$ cat config.mk
export PLATFORM = sky130hd
export DESIGN_NAME = bus_cycle_sequencer_flat
export DESIGN_NICKNAME = d
export VERILOG_FILES = /design/src/rtl/bus_cycle_sequencer_if.sv /design/src/rtl/bus_cycle_sequencer.sv /design/src/flat_wrapper.sv
export SDC_FILE = /design/constraint.sdc
export NUM_CORES = 1
export LEC_CHECK = 0
export BUFFER_PORTS_ARGS = -buffer_cell sky130_fd_sc_hd__buf_2
export CAP_MARGIN = 20
export CORE_ASPECT_RATIO = 1.4
export CORE_UTILIZATION = 53
export CTS_BUF_LIST = sky130_fd_sc_hd__clkbuf_4
export DETAILED_ROUTE_END_ITERATION = 7
export PLACE_DENSITY = 0.86
export SYNTH_ARGS = -nofsm -noshare
export SYNTH_HDL_FRONTEND = slang
export SYNTH_SLANG_ARGS = --single-unit
export TNS_END_PERCENT = 10
$ cat constraint.sdc
create_clock -name CLK -period 1.7 [get_ports CLK]
set_clock_uncertainty 0.1 [all_clocks]
set_input_delay 0.425 -clock CLK [delete_from_list [all_inputs] [get_ports CLK]]
set_output_delay 0.425 -clock CLK [all_outputs]
set_load 0.02 [all_outputs]
$ cat src/rtl/bus_cycle_sequencer_if.sv
// Handshake and status bundle between the 68k bus engine control and the bus-cycle sequencer.
// The sequencer uses the slave view; whoever requests transfers and watches status uses master.
interface bus_cycle_sequencer_if #(
    parameter int BEAT_W = 4
);
    logic              ACTIVATE;
    logic [BEAT_W-1:0] BURST_LEN;
    logic              AS_FEEDBACK;
    logic              LATCH;
    logic              BERR;
    logic              MC_CLK_RISING;
    logic [3:0]        STATE;
    logic              BUSY;
    logic [BEAT_W-1:0] BEAT;
    logic              DONE;
    logic              ERR;
    logic              TIMEOUT;

    modport slave (
        input  ACTIVATE, BURST_LEN, AS_FEEDBACK, LATCH, BERR, MC_CLK_RISING,
        output STATE, BUSY, BEAT, DONE, ERR, TIMEOUT
    );

    modport master (
        output ACTIVATE, BURST_LEN, AS_FEEDBACK, LATCH, BERR, MC_CLK_RISING,
        input  STATE, BUSY, BEAT, DONE, ERR, TIMEOUT
    );
endinterface

$ cat src/rtl/bus_cycle_sequencer.sv
// Bus-cycle state machine for the 68k bus engine: sequences burst beats with a programmable
// setup hold, AS/DSACK watchdog, and a recoverable ERROR state on BERR or timeout.
module bus_cycle_sequencer #(
    parameter int SETUP_CYCLES   = 1,
    parameter int TIMEOUT_CYCLES = 1024,
    parameter int BEAT_W         = 4,
    parameter int TMR_W          = 11
) (
    input  logic                  CLK,
    input  logic                  nRESET,
    bus_cycle_sequencer_if.slave  bus
);

    typedef enum logic [3:0] {
        S_WAIT       = 4'd0,
        S_WAKEUP     = 4'd1,
        S_ACTIVATE   = 4'd2,
        S_SETUP_BUS  = 4'd3,
        S_DRIVE_AS   = 4'd4,
        S_DRIVE_DS   = 4'd5,
        S_WAIT_DSACK = 4'd6,
        S_LATCH      = 4'd7,
        S_CLEAR_AS   = 4'd8,
        S_ON_DSACK   = 4'd9,
        S_FINALIZE   = 4'd10,
        S_CONTINUE   = 4'd11,
        S_ERROR      = 4'd12
    } state_t;

    localparam bit               WDOG_EN    = (TIMEOUT_CYCLES != 0);
    localparam logic [TMR_W-1:0] SETUP_LAST = TMR_W'(SETUP_CYCLES - 1);
    localparam logic [TMR_W-1:0] WDOG_LAST  = WDOG_EN ? TMR_W'(TIMEOUT_CYCLES - 1) : '0;
    localparam logic [TMR_W-1:0] TMR_MAX    = '1;

    state_t            r_state;
    state_t            w_next;
    logic [TMR_W-1:0]  r_timer;
    logic [TMR_W-1:0]  w_timer_nxt;
    logic [BEAT_W-1:0] r_len;
    logic [BEAT_W-1:0] r_beat;
    logic              r_done;
    logic              r_err;
    logic              r_timeout;

    logic w_wdog;
    logic w_bus_released;
    logic w_accept;
    logic w_inc_beat;
    logic w_wdog_err;
    logic w_done_nxt;
    logic w_err_nxt;

    assign w_wdog         = WDOG_EN && (r_timer == WDOG_LAST);
    assign w_bus_released = !bus.AS_FEEDBACK && bus.MC_CLK_RISING;

    always_comb begin
        w_next     = r_state;
        w_accept   = 1'b0;
        w_inc_beat = 1'b0;
        w_wdog_err = 1'b0;
        w_done_nxt = 1'b0;
        w_err_nxt  = 1'b0;
        case (r_state)
            S_WAIT: begin
                if (bus.ACTIVATE) begin
                    w_next   = S_WAKEUP;
                    w_accept = 1'b1;
                end
            end
            S_WAKEUP:    w_next = S_ACTIVATE;
            S_ACTIVATE:  w_next = S_SETUP_BUS;
            S_SETUP_BUS: begin
                if (r_timer == SETUP_LAST) w_next = S_DRIVE_AS;
            end
            S_DRIVE_AS: begin
                if (bus.AS_FEEDBACK) begin
                    w_next = S_DRIVE_DS;
                end else if (w_wdog) begin
                    w_next     = S_ERROR;
                    w_wdog_err = 1'b1;
                end
            end
            S_DRIVE_DS:  w_next = S_WAIT_DSACK;
            // BERR outranks LATCH; LATCH outranks a simultaneous watchdog expiry
            S_WAIT_DSACK: begin
                if (bus.BERR) begin
                    w_next = S_ERROR;
                end else if (bus.LATCH) begin
                    w_next = S_LATCH;
                end else if (w_wdog) begin
                    w_next     = S_ERROR;
                    w_wdog_err = 1'b1;
                end
            end
            S_LATCH:     w_next = S_CLEAR_AS;
            S_CLEAR_AS:  w_next = S_ON_DSACK;
            S_ON_DSACK: begin
                if (w_bus_released) w_next = S_FINALIZE;
            end
            S_FINALIZE: begin
                if (r_beat != r_len) begin
                    w_next = S_CONTINUE;
                end else begin
                    w_next     = S_WAIT;
                    w_done_nxt = 1'b1;
                end
            end
            S_CONTINUE: begin
                w_next     = S_SETUP_BUS;
                w_inc_beat = 1'b1;
            end
            S_ERROR: begin
                if (w_bus_released) begin
                    w_next    = S_WAIT;
                    w_err_nxt = 1'b1;
                end
            end
            default:     w_next = S_WAIT;
        endcase
    end

    // Timer restarts on every state change and saturates while a state is held
    always_comb begin
        w_timer_nxt = r_timer;
        if (w_next != r_state) begin
            w_timer_nxt = '0;
        end else if (r_timer != TMR_MAX) begin
            w_timer_nxt = r_timer + TMR_W'(1);
        end
    end

    always_ff @(posedge CLK or negedge nRESET) begin
        if (!nRESET) begin
            r_state   <= S_WAIT;
            r_timer   <= '0;
            r_len     <= '0;
            r_beat    <= '0;
            r_done    <= 1'b0;
            r_err     <= 1'b0;
            r_timeout <= 1'b0;
        end else begin
            r_state <= w_next;
            r_timer <= w_timer_nxt;
            r_done  <= w_done_nxt;
            r_err   <= w_err_nxt;
            if (w_accept) begin
                r_len     <= bus.BURST_LEN;
                r_beat    <= '0;
                r_timeout <= 1'b0;
            end else begin
                if (w_inc_beat) r_beat <= r_beat + BEAT_W'(1);
                if (w_wdog_err) r_timeout <= 1'b1;
            end
        end
    end

    assign bus.STATE   = r_state;
    assign bus.BUSY    = (r_state != S_WAIT);
    assign bus.BEAT    = r_beat;
    assign bus.DONE    = r_done;
    assign bus.ERR     = r_err;
    assign bus.TIMEOUT = r_timeout;

endmodule

$ cat src/flat_wrapper.sv
// flat-port wrapper written by rule: the top's interface ports become plain ports
module bus_cycle_sequencer_flat 
#(
    parameter int SETUP_CYCLES   = 1,
    parameter int TIMEOUT_CYCLES = 1024,
    parameter int BEAT_W         = 4,
    parameter int TMR_W          = 11
)
  (CLK, nRESET, bus_ACTIVATE, bus_BURST_LEN, bus_AS_FEEDBACK, bus_LATCH, bus_BERR, bus_MC_CLK_RISING, bus_STATE, bus_BUSY, bus_BEAT, bus_DONE, bus_ERR, bus_TIMEOUT);
  bus_cycle_sequencer_if #(.BEAT_W(BEAT_W)) bus_i ();
  input  logic CLK;
  input  logic nRESET;
  input wire logic [$bits(bus_i.ACTIVATE)-1:0] bus_ACTIVATE;
  input wire logic [$bits(bus_i.BURST_LEN)-1:0] bus_BURST_LEN;
  input wire logic [$bits(bus_i.AS_FEEDBACK)-1:0] bus_AS_FEEDBACK;
  input wire logic [$bits(bus_i.LATCH)-1:0] bus_LATCH;
  input wire logic [$bits(bus_i.BERR)-1:0] bus_BERR;
  input wire logic [$bits(bus_i.MC_CLK_RISING)-1:0] bus_MC_CLK_RISING;
  output wire logic [$bits(bus_i.STATE)-1:0] bus_STATE;
  output wire logic [$bits(bus_i.BUSY)-1:0] bus_BUSY;
  output wire logic [$bits(bus_i.BEAT)-1:0] bus_BEAT;
  output wire logic [$bits(bus_i.DONE)-1:0] bus_DONE;
  output wire logic [$bits(bus_i.ERR)-1:0] bus_ERR;
  output wire logic [$bits(bus_i.TIMEOUT)-1:0] bus_TIMEOUT;
  assign bus_i.ACTIVATE = bus_ACTIVATE;
  assign bus_i.BURST_LEN = bus_BURST_LEN;
  assign bus_i.AS_FEEDBACK = bus_AS_FEEDBACK;
  assign bus_i.LATCH = bus_LATCH;
  assign bus_i.BERR = bus_BERR;
  assign bus_i.MC_CLK_RISING = bus_MC_CLK_RISING;
  assign bus_STATE = bus_i.STATE;
  assign bus_BUSY = bus_i.BUSY;
  assign bus_BEAT = bus_i.BEAT;
  assign bus_DONE = bus_i.DONE;
  assign bus_ERR = bus_i.ERR;
  assign bus_TIMEOUT = bus_i.TIMEOUT;
  bus_cycle_sequencer #(.SETUP_CYCLES(SETUP_CYCLES), .TIMEOUT_CYCLES(TIMEOUT_CYCLES), .BEAT_W(BEAT_W), .TMR_W(TMR_W)) u_core (.CLK(CLK), .nRESET(nRESET), .bus(bus_i));
endmodule
Yosys cells after proc, flatten, opt, wreduce, memory -nomap -nowiden
Cells that the tools add are included.
Cells by class
  add/sub/neg operators: 2
  equality and inequality tests: 16
  multiplexer cells: 28
  reduce and logical (&&, ||, !) cells: 9
Operators with widths (count)
  case mux 4 bit (12 select lines): 1
  2-to-1 mux 4 bit: 11
  2-to-1 mux 11 bit: 2
  == test 4 bit, second input constant: 5
  == test 4 x 3 -> 1 bit, second input constant: 4
  2-to-1 mux 1 bit: 13
  adder 11 x 1 -> 11 bit, second input constant: 1
  == test 11 x 10 -> 1 bit, second input constant: 1
  logical NOT 11 bit: 1
  inequality test 11 bit, second input constant: 1
  == test 4 x 2 -> 1 bit, second input constant: 2
  inequality test 4 bit: 2
  nonzero test 2 bit: 3
  adder 4 x 1 -> 4 bit, second input constant: 1
  == test 4 x 1 -> 1 bit, second input constant: 1
  logical NOT 4 bit: 1
  nonzero test 4 bit: 1
  case mux 1 bit (2 select lines): 1
  OR reduction 2 bit: 1
  logical AND 1 bit: 1
  logical NOT 1 bit: 1
Storage, ports and cells
  flip-flop bits (word level): 26
  input bits: 11
  output and inout port bits: 12
  logic and storage cells: 62

Longest topological paths before layout
  word-level depth: 7
  depth in mapped cells: 8
  mapped depth without buffers: 7

Worst setup path after synthesis
OpenSTA, ideal clock, no wires.
  path kind: flip-flop to flip-flop
  start: reg u_core.r_state[0], in the netlist u_core.bus.STATE[0]
  end: reg u_core.r_len[0]
  setup time: 125 ps
  data arrival time: 1638 ps
  slack: -163 ps
  cell stages (with the launch flop): 6
  path buffers: 2
  clock period less this slack: 1863 ps
  cells stage by stage: dfrtp_1 clkbuf_1 nor4_1 and2_1 buf_2 mux2_2
Between the ends
  word-level cells in the longest chain between the ends: 2
Ends and longest elaborated chain
  start: declaration: line bus_cycle_sequencer.sv:35  | state_t r_state;
  start signal: assignment: line bus_cycle_sequencer.sv:142  | r_state <= w_next;
  logical NOT 4 bit: line bus_cycle_sequencer.sv:63  | case (r_state)
  2-to-1 mux 1 bit: line bus_cycle_sequencer.sv:63
  end signal: assignment: line bus_cycle_sequencer.sv:147  | r_len <= bus.BURST_LEN;
  end: declaration: line bus_cycle_sequencer.sv:39  | logic [BEAT_W-1:0] r_len;
No other way between the ends.
A chain may end at the register's enable or synchronous reset.

Worst setup path in the final report
  start: reg u_core.r_state[1], in the netlist u_core.bus.STATE[1]
  end: reg u_core.r_timer[4]
Between the ends
  word-level cells in the longest chain between the ends: 6
  elaborated cells on any way between the ends: 26
  classes of those cells: eq/ne (13); mux (10); reduce/logical (3)
Ends and longest elaborated chain
  2-to-1 mux 4 bit: line bus_cycle_sequencer.sv:78, bus_cycle_sequencer.sv:90
  2-to-1 mux 4 bit: line bus_cycle_sequencer.sv:88  | end else if (bus.LATCH) begin
  2-to-1 mux 4 bit: line bus_cycle_sequencer.sv:86  | if (bus.BERR) begin
  case mux 4 bit (12 select lines): line bus_cycle_sequencer.sv:63
  inequality test 4 bit (*): line bus_cycle_sequencer.sv:125  | if (w_next != r_state) begin
  2-to-1 mux 11 bit or nonzero test 2 bit (tied branches)
  end signal: assignment: line bus_cycle_sequencer.sv:143  | r_timer <= w_timer_nxt;
  end: declaration: line bus_cycle_sequencer.sv:37  | logic [TMR_W-1:0] r_timer;
Mark *: on every way between the ends. The rest lies on a longest branch, timed or not.

==> summary.md <==
| Metric | Value |
|---|---|
| Setup-failing EPs final | `16` |
| Die Footprint | `~3200 µm²` |
| Cell taking the most area after synthesis | `dfrtp_1` |
| Number of detailed-route iterations in the first pass | `5` |
| Final Net Count | `256` |
| GRT Overall Usage | `0.339` |
| CTS H-tree lvls | `1` |
| Via/cell ratio | `6.05` |
| Final wirelength | `~5400 µm` |
| Final ANT Viol Nets | `0` |
| Residual DRC count | `0` |
| Total CTS buffers | `3` |
| Worst setup SP type | `flip-flop` |
| Worst EP required | `1.84 ns` |
| Violated checks | `setup timing` |
| RSZ-0062 raised after global routing | `yes` |
| Share of cells above drive strength 1 | `0.477` |
| Total power | `3.41 mW` |
| Hold Path Class | `input pin to flip-flop` |
| Crit path max fanout | `6` |
| Fmax | `between 500 and 600 MHz` |
| Pleak | `1.06 nW` |
| Clk pin slew, worst setup/hold paths | `0.16 ns` |
| Core region area | `2850 µm²` |
| Post-synth EDFFs | `0` |
| Seq/Total Area, Yosys | `0.415` |
| Area contributors post-synth | `dfrtp_1, xnor2_1, nor2_1` |
| Yosys top cell area share | `0.415` |
| Global-route wire length before repair | `7410 µm` |
| Average size of a mapped cell | `9.38 µm²` |
| Post-Syn Area | `1570 µm²` |
| Clock Latency Late Sink | `0.34 ns` |
| Yosys reg bits | `26` |
| Initial antenna violation count | `0` |
| Ant. Diodes | `0` |
| Initial DRC Count | `107` |
| Least-Margin Pin Slew | `0.580 ns` |
| # placed instances | `258` |
| CTS tree | `yes` |
| Crit path capture type | `flip-flop` |
| DR WL/cell | `19.2 µm` |
| Worst vdd ir | `1.26 mV` |
| Worst rel slew slack | `0.614` |
| DIE WIDTH | `47.9 µm` |
| Synth async-reset ratio | `1.00` |
| Num ports | `23` |
| Maxcap violations | `0` |
| Final core occ | `0.814` |
| Total grt overflow | `0` |
| Status | `finished with violations` |
| CTS sink cnt | `26` |
| Final std cells w/o fill | `278` |
| Fin crit period | `1.94 ns` |
| Detailed Place HPWL | `about 3100 µm` |
| Most used DFF post-synth | `dfrtp_1` |
| Starting Density | `0.550` |
| Mapped Nets | `181` |
| CP arrival | `2.08 ns` |
| Setup WS post-layout | `-0.238 ns` |
| Routability congestion estimate | `roughly 0.9` |
| Layout area overhead | `48.1%` |
| Clock Path Buffers | `2` |
| Root buf cell | `clkbuf_4` |
| Largest net degree at the start of global routing | `27` |
| Yosys warning count | `0` |
| Period utilization | `1.14` |
| Slew Viols, Final | `0` |
| FP Rows | `23` |
| Pwr/cell area | `1470 nW/µm²` |
| Vias after detailed routing | `roughly 1,700` |
| Final hold viol count | `0` |
| Vias in the first global route | `between 1,500 and 2,000` |
| Chip height | `66.3 µm` |
| Post-Syn Instances | `167` |
| Port Buffer Count | `22` |
| Hold slack final | `between 0.2 and 0.25 ns` |
| Critical path class | `flip-flop to flip-flop` |
| Distinct cells, synth | `42` |
==> critical path, stage by stage (launching register included) <==
cell and delay, ns:
dfrtp_2 0.43, buf_4 0.16, nand2_1 0.11, o21bai_1 0.09, a311oi_2 0.36, a31oi_4 0.15
buf_6 0.16, nor4_1 0.27
==> metal layers <==
| layer | up-vias | global-route usage | part of all wire |
|---|---|---|---|
| met1 | 795 | 0.385 | 0.35 |
| met2 | 104 | 0.563 | 0.53 |
| met3 | 31 | 0.0601 | 0.066 |
| met5 | - | 0 | 0 |
| li1 | 752 | - | - |
| met4 | 0 | 0.198 | 0.046 |
==> state kept, by name (all words and copies together), names as in the netlist <==
register / count
u_core.bus.BEAT: 4
u_core.bus.ERR: 1
u_core.r_timer: 11
u_core.bus.TIMEOUT: 1
u_core.bus.STATE: 4
u_core.bus.DONE: 1
u_core.r_len: 4
==> final timing paths <==
kind                                                start                              to  slack [ns]  depth (start not counted)
min                                      bus_BURST_LEN[0]     u_core.r_len[0]$_DFFE_PN0P_        0.22                          2
max in group asynchronous                          nRESET   u_core.bus.STATE[3]$_DFF_PN0_        0.57                          2
min in group asynchronous                          nRESET   u_core.bus.STATE[2]$_DFF_PN0_        0.51                          2
min reg2reg                u_core.bus.TIMEOUT$_DFFE_PN0P_  u_core.bus.TIMEOUT$_DFFE_PN0P_        0.42                          2
max                         u_core.bus.STATE[1]$_DFF_PN0_   u_core.r_timer[4]$_DFFE_PN0P_       -0.24                          7
max reg2reg                 u_core.bus.STATE[1]$_DFF_PN0_   u_core.r_timer[4]$_DFFE_PN0P_       -0.24                          7
==> Yosys cell counts, types with 2 or more instances <==
master and instances:
xnor2_1 12, dfrtp_1 26, a21oi_1 8, nor3b_1 2
ha_1 3, nor4_4 2, buf_4 2, o21ai_0 5
nand3_1 5, mux2i_1 2, and3_1 4, a31oi_1 3
nand2_1 7, buf_2 3, nor2_1 19, nor2b_1 3
mux2_2 4, nor4b_1 3, inv_1 7, or3_1 2
xor2_1 3, nor3_1 11, nand2b_1 3, nand4_1 4
clkbuf_1 3, nor4_1 5
==> placed cells by master, fill, tap and decap left out, types with 2 or more instances in the layout <==
cell type / Yosys / routed
a21oi_1: 8 / 8
a31oi_1: 3 / 2
and3_1: 4 / 3
buf_2: 3 / 22
buf_4: 2 / 52
buf_6: 0 / 4
clkbuf_4: 0 / 3
dfrtp_1: 26 / 19
dfrtp_2: 0 / 7
ha_1: 3 / 2
inv_1: 7 / 6
mux2_2: 4 / 4
mux2i_1: 2 / 2
nand2_1: 7 / 7
nand2b_1: 3 / 3
nand3_1: 5 / 4
nand4_1: 4 / 4
nor2_1: 19 / 17
nor2_2: 0 / 2
nor2b_1: 3 / 3
nor3_1: 11 / 10
nor4_1: 5 / 3
nor4_4: 2 / 3
o21ai_0: 5 / 3
or3_4: 0 / 2
xnor2_1: 12 / 12
xor2_1: 3 / 3
==> report_power, final <==
group,total (mW),switching (mW),internal (mW)
Combinational,2.03,1.03,0.996
Sequential,0.943,0.182,0.761
Clock,0.439,0.200,0.239
==> timing repair <==
action / in CTS / in global routing
cloned: 1 / 1
hold buffers: 1 / 0
buffers inserted: 6 / 7
endpoints found under the setup margin: 19 / 24
pin swaps: 7 / 8
resized for setup: 13 / 27
endpoints found under the hold margin: 26 / 0
==> kinds of logic (layout without fill, tap and decap cells) <==
group,Yosys count,count (layout),synth area share
fa+ha+maj,3,3,0.0240
simple gates,75,75,0.284
buf+inv,16,90,0.0463
mux,6,6,0.0415
flops,26,26,0.415
xor+xnor,15,15,0.0839
compound gates,26,26,0.105
==> per-stage QoR <==
stage	worst slack [ns]	cell area [µm²]	setup TNS (ns)
5_1_grt	-0.299	2320	-3.61
6_report	-0.238	2320	-2.39
2_1_floorplan	-0.0117	1610	-0.140
4_1_cts	-0.232	2180	-2.71
3_5_place_dp	-0.225	2010	-2.08
3_3_place_gp	-0.128	2010	-1.06
==> cell type report <==
class | count | area, µm²
Sequential cell | 26 | 659
Clock buffer | 3 | 22.5
Inverter | 7 | 26.3
Tap cell | 37 | 46.3
Clock inverter | 1 | 30.0
Timing Repair Buffer | 79 | 556
Multi-Input combinational cell | 125 | 980
Fill cell | 171 | 529
Note: power is estimated with default switching activity, not from simulation.
